<file path="config.mk">
export PLATFORM = sky130hd
export DESIGN_NAME = pulse2wb
export DESIGN_NICKNAME = d
export VERILOG_FILES = /design/src/rtl/pulse2wb.sv
export SDC_FILE = /design/constraint.sdc
export NUM_CORES = 1
export LEC_CHECK = 0
export CAP_MARGIN = 10
export CORE_MARGIN = 1
export CORE_UTILIZATION = 51
export DETAILED_ROUTE_END_ITERATION = 10
export PLACE_DENSITY = 0.83
export SYNTH_ARGS = -nofsm -noshare
export SYNTH_HDL_FRONTEND = slang
export SYNTH_SLANG_ARGS = --single-unit
</file>
<file path="constraint.sdc">
create_clock -name i_clk -period 1.99 [get_ports i_clk]
set_clock_uncertainty 0.2 [all_clocks]
set_input_delay 0.2985 -clock i_clk [delete_from_list [all_inputs] [get_ports i_clk]]
set_output_delay 0.2985 -clock i_clk [all_outputs]
set_load 0.005 [all_outputs]
</file>
<file path="src/rtl/pulse2wb.sv">
// pulse2wb: measures high time (and optionally period) of an external pulse.
// Optional period counter enabled by defining PULSE2WB_PERIOD_EN.
module pulse2wb #(
   parameter int DSIZE = 8
) (
   input  logic             i_clk,
   input  logic             i_rst,
   input  logic             i_stb,
   input  logic             i_we,
   input  logic [1:0]       i_adr,
   input  logic [DSIZE-1:0] i_dat,
   input  logic             i_e,
   input  logic             i_pulse,
   output logic             o_ack,
   output logic [DSIZE-1:0] o_dat,
   output logic             o_irq
);

   localparam logic [DSIZE-1:0] MAX = '1;
   localparam logic [DSIZE-1:0] ONE = {{(DSIZE-1){1'b0}}, 1'b1};

   typedef enum logic [1:0] {
      S_IDLE,
      S_HIGH,
      S_LOW
   } state_t;

   state_t           state_q;
   logic             s1_q;
   logic             s2_q;
   logic             sd_q;
   logic [2:0]       fill_q;
   logic [DSIZE-1:0] wcnt_q;
   logic [DSIZE-1:0] width_q;
   logic [DSIZE-1:0] dat_q;
   logic             ack_q;
   logic             irq_q;
   logic             valid_q;
   logic             ovf_q;

   logic             valid_d;
   logic             ovf_d;
   logic [DSIZE-1:0] dat_d;
   logic [DSIZE-1:0] wcnt_inc;
   logic [DSIZE-1:0] period_rd;
   logic             rise;
   logic             fall;
   logic             acc;
   logic             wr_stat;
   logic             wcap;
   logic             wsat;
   logic             psat;
   logic             unused_ok;

   // Edges only count once the pipe holds post-reset samples, so a pulse
   // already high across reset is never taken as a fresh rise.
   assign rise     = fill_q[2] & s2_q & ~sd_q;
   assign fall     = fill_q[2] & ~s2_q & sd_q;
   assign acc      = i_stb & ~ack_q;
   assign wr_stat  = acc & i_we & (i_adr == 2'd2);
   assign wcap     = i_e & (state_q == S_HIGH) & fall;
   assign wsat     = wcap & (wcnt_q == MAX);
   assign wcnt_inc = (wcnt_q == MAX) ? wcnt_q : wcnt_q + ONE;
   assign unused_ok = ^{i_dat, 1'b0};

`ifdef PULSE2WB_PERIOD_EN
   logic [DSIZE-1:0] pcnt_q;
   logic [DSIZE-1:0] period_q;
   logic             pcap;

   assign pcap      = i_e & (state_q != S_IDLE) & rise;
   assign psat      = pcap & (pcnt_q == MAX);
   assign period_rd = period_q;

   always_ff @(posedge i_clk) begin
      if (i_rst) begin
         pcnt_q   <= '0;
         period_q <= '0;
      end else if (!i_e || state_q == S_IDLE) begin
         pcnt_q <= (i_e && rise) ? ONE : '0;
      end else if (pcap) begin
         period_q <= pcnt_q;
         pcnt_q   <= ONE;
      end else if (pcnt_q != MAX) begin
         pcnt_q <= pcnt_q + ONE;
      end
   end
`else
   assign psat      = 1'b0;
   assign period_rd = '0;
`endif

   // A capture beats a same-cycle STATUS clear.
   always_comb begin
      valid_d = valid_q;
      ovf_d   = ovf_q;
      if (wr_stat) begin
         valid_d = 1'b0;
         ovf_d   = 1'b0;
      end
      if (wcap) valid_d = 1'b1;
      if (wsat || psat) ovf_d = 1'b1;
   end

   always_comb begin
      dat_d = dat_q;
      if (acc) begin
         case (i_adr)
            2'd0:    dat_d = width_q;
            2'd1:    dat_d = period_rd;
            2'd2:    dat_d = {{(DSIZE-2){1'b0}}, ovf_q, valid_q};
            default: dat_d = '0;
         endcase
      end
   end

   always_ff @(posedge i_clk) begin
      if (i_rst) begin
         s1_q    <= 1'b0;
         s2_q    <= 1'b0;
         sd_q    <= 1'b0;
         fill_q  <= '0;
         ack_q   <= 1'b0;
         dat_q   <= '0;
         valid_q <= 1'b0;
         ovf_q   <= 1'b0;
      end else begin
         s1_q    <= i_pulse;
         s2_q    <= s1_q;
         sd_q    <= s2_q;
         fill_q  <= {fill_q[1:0], 1'b1};
         ack_q   <= acc;
         dat_q   <= dat_d;
         valid_q <= valid_d;
         ovf_q   <= ovf_d;
      end
   end

   always_ff @(posedge i_clk) begin
      if (i_rst) begin
         state_q <= S_IDLE;
         wcnt_q  <= '0;
         width_q <= '0;
         irq_q   <= 1'b0;
      end else begin
         irq_q <= wcap;
         if (wcap) width_q <= wcnt_q;
         if (!i_e) begin
            state_q <= S_IDLE;
            wcnt_q  <= '0;
         end else begin
            case (state_q)
               S_IDLE: begin
                  if (rise) begin
                     state_q <= S_HIGH;
                     wcnt_q  <= ONE;
                  end
               end
               S_HIGH: begin
                  if (fall) state_q <= S_LOW;
                  else wcnt_q <= wcnt_inc;
               end
               S_LOW: begin
                  if (rise) begin
                     state_q <= S_HIGH;
                     wcnt_q  <= ONE;
                  end
               end
               default: begin
                  state_q <= S_IDLE;
                  wcnt_q  <= '0;
               end
            endcase
         end
      end
   end

   assign o_ack = ack_q;
   assign o_dat = dat_q;
   assign o_irq = irq_q;

endmodule

</file>
==> results.ini <==
[grt]
grt_pass1_wl_um = 5340
grt_antenna_before_repair = 0
grt_use_total = 0.218
grt_start_max_net_pins = 25
overflow = 0
grt_pass1_vias = 1238

[clock_tree]
clk_path_buf_depth = 2
clockRootBuffer = clkbuf_4
ctsResizeCount = 0
post_cts_buffers = 0
tritoncts = yes
clkTransAtPathRegs_ps = 110
clkLatencyLatePin_ps = 340
clock-sinks = 36
htreeDepth = 2
ctsHoldBuffers = 0
cts_buffers = 5

[sta]
setup_viol = 0
fin_setup_tns_ps = 0
max_slew.worst_pin.slew_ps = 505
fmax_ghz = 0.544
slew_viol_final = 0
period_share = 0.924
hold_violations = 0
timing.final.ws_setup_ps = 151
rsz0062_at_grt = no
max_slew_margin = 0.661
period_needed_ps = 1840

[die]
pin_count = 26
placementRows = 19
coreArea_mm2 = 0.00273
die_h_um = 55.7
die_w_um = 55.7
die_area_mm2 = 0.00311
initial_utilization = 0.539

[critical_path]
critPathArrivalTime_ps = 1910
crit_chain = ha_1 -> nand3_1 -> nor3_1 -> buf_4 -> or4_1 -> a21oi_1
critical_path_class = flop to flop
cp.required_ps = 2070
r2r_start = wcnt_q[0]
reg2reg_depth = 6
max_stage_delay_ps = 470
rrSetupSlack_ps = 150
startpoint_type = flop
cp_slowest_cell = or4_1
endpoint_kind = flop
rr_endpoint = wcnt_q[5]
path_max_fanout = 13

[yosys]
synth_top_area_frac = 0.489
syn_area_mm2 = 0.00147
yosys-top-cells-count = dfxtp_1, nor2_1, mux2i_1
yosys.area.top_type = dfxtp_1
synthTopCellsByArea = dfxtp_1, mux2i_1, nor2_1, nor2b_1, a22oi_1
syn_avg_cell_area_um2 = 9.20
synth-seq-cells = 36
yosys.cell_count.top_type = dfxtp_1
synth_top_flop_cell = dfxtp_1
yosysWarnings = 0
synth_edf_count = 0
yosysSeqAreaShare = 0.489
async_reset_ff_frac = 0
syn_inst = 160
yosysUniqueCellTypes = 35
syn_nets = 177

[detailed_routing]
wl_per_cell_um = 14.7
drtIter0Drc = 70
wl_um = 3160
final_antenna_net_count = 0
drc = 0
vias = 1257
dr.pass1.iters = 4
via_per_inst = 5.85

[layout]
area_delta_synth_final_pct = 19.3
nets = 200
drive_gt1_frac = 0.0924
nFillCells = 235
n_antenna_cell = 0
fin_area_mm2 = 0.00176

[hold_path]
min_from = s1_q
holdCritPathClass = flop to flop
worstHoldEndpoint = s2_q
holdPathStages = 1

[job]
drv_cap = 0

[power_and_ir_drop]
p_sw_uw = 275
clockPowerShare = 0.342
p_comb_frac = 0.050
seq_power_share = 0.608
p_sw_frac = 0.229
vdd_drop_max_mv = 0.641
power.density_mw_per_mm2 = 685
power.internal_uw = 929
p_leak_nw = 0.688

[placement]
hpwlAfterDp_um = 2250
port_buffers = 17
place_area_mm2 = 0.00169
pre_cts_ws_ps = 162
gp_congestion = 0.808

[outcome]
status = complete, no violations

[worst max-delay path by stage]
stage / from / endpoint / slack, ps / cells past startpoint
6_report: wcnt_q[0] / wcnt_q[5] / 150 / 6
5_1_grt: wcnt_q[0] / wcnt_q[5] / 40 / 6
4_1_cts: wcnt_q[0] / wcnt_q[5] / 160 / 6
3_5_place_dp: i_e / width_q[5] / 160 / 4
3_3_place_gp: i_e / width_q[6] / 220 / 4
2_1_floorplan: fill_q[2] / wcnt_q[0] / 340 / 5
[power groups by stage]
| stage | combinational [mW] | clock [mW] | sequential (mW) |
|---|---|---|---|
| final | 0.0604 | 0.412 | 0.732 |
| after global routing | 0.0661 | 0.457 | 0.733 |
| after CTS | 0.0602 | 0.419 | 0.732 |
| after detailed placement | 0.0598 | 0 | 0.748 |
| after global placement | 0.0579 | 0 | 0.748 |
| after floorplan | 0.0284 | 0 | 0.747 |
[metrics by stage]
stage,std cells,hold WS [ps],utilization,power [mW]
detailed placement,207,234,0.620,0.808
finish,215,258,0.643,1.20
global route,215,269,0.643,1.26
floorplan,160,170,-,0.775
global placement,207,227,0.620,0.806
CTS,215,259,0.643,1.21
[cell families (layout without fill, tap and decap cells)]
family | count (synthesis) | after routing | share of synthesized area
fa+ha+maj | 1 | 1 | 0.00849
buf+inv | 11 | 35 | 0.0348
mux | 10 | 10 | 0.0680
flops | 36 | 36 | 0.489
simple gates | 66 | 66 | 0.238
compound gates | 36 | 36 | 0.161
[final cells by class]
class	count	area [um^2]	share of cell area
Timing Repair Buffer	24	223	0.127
Clock inverter	1	7.51	0.00427
Tap cell	31	38.8	0.0221
Sequential cell	36	721	0.410
Clock buffer	7	55.1	0.0313
Multi-Input combinational cell	113	701	0.399
Inverter	3	11.3	0.00641
[critical path, delay by kind of cell (launching register included)]
kind	cells	cell delay, ps
AO/OA/AOI/OAI	1	150
adder cells (fa/ha/maj)	1	240
flip-flops	1	380
AND/OR/NAND/NOR	3	630
buffers and inverters	1	180
[layer usage]
metal,vias to the layer above,GRT usage,wire [um]
li1,619,-,-
met3,8,0.0651,170
met1,590,0.242,1310
met2,40,0.377,1620
met5,-,0,0
met4,0,0.111,57
[sequential cells by signal, indices dropped and copies added, names as in the netlist, 2 cells and up]
name     count
fill_q       3
o_dat        8
wcnt_q       8
width_q      8
state_q      2
[placed cells by master, fill, tap and decap left out, drive strengths merged, types with 2 or more instances in the layout]
master,netlist,final
dfxtp,36,36
nor2,21,21
clkdlybuf4s50,0,17
mux2i,10,10
nand2,9,9
nor2b,9,9
a21oi,9,9
nor3,8,8
a22oi,7,7
o21ai,7,7
buf,3,7
clkbuf,5,7
o31ai,5,5
or4,4,4
inv,3,3
nand3,3,3
nand2b,2,2
or3,2,2
a31oi,2,2
nand4,2,2
Note: power is estimated with default switching activity, not from simulation.
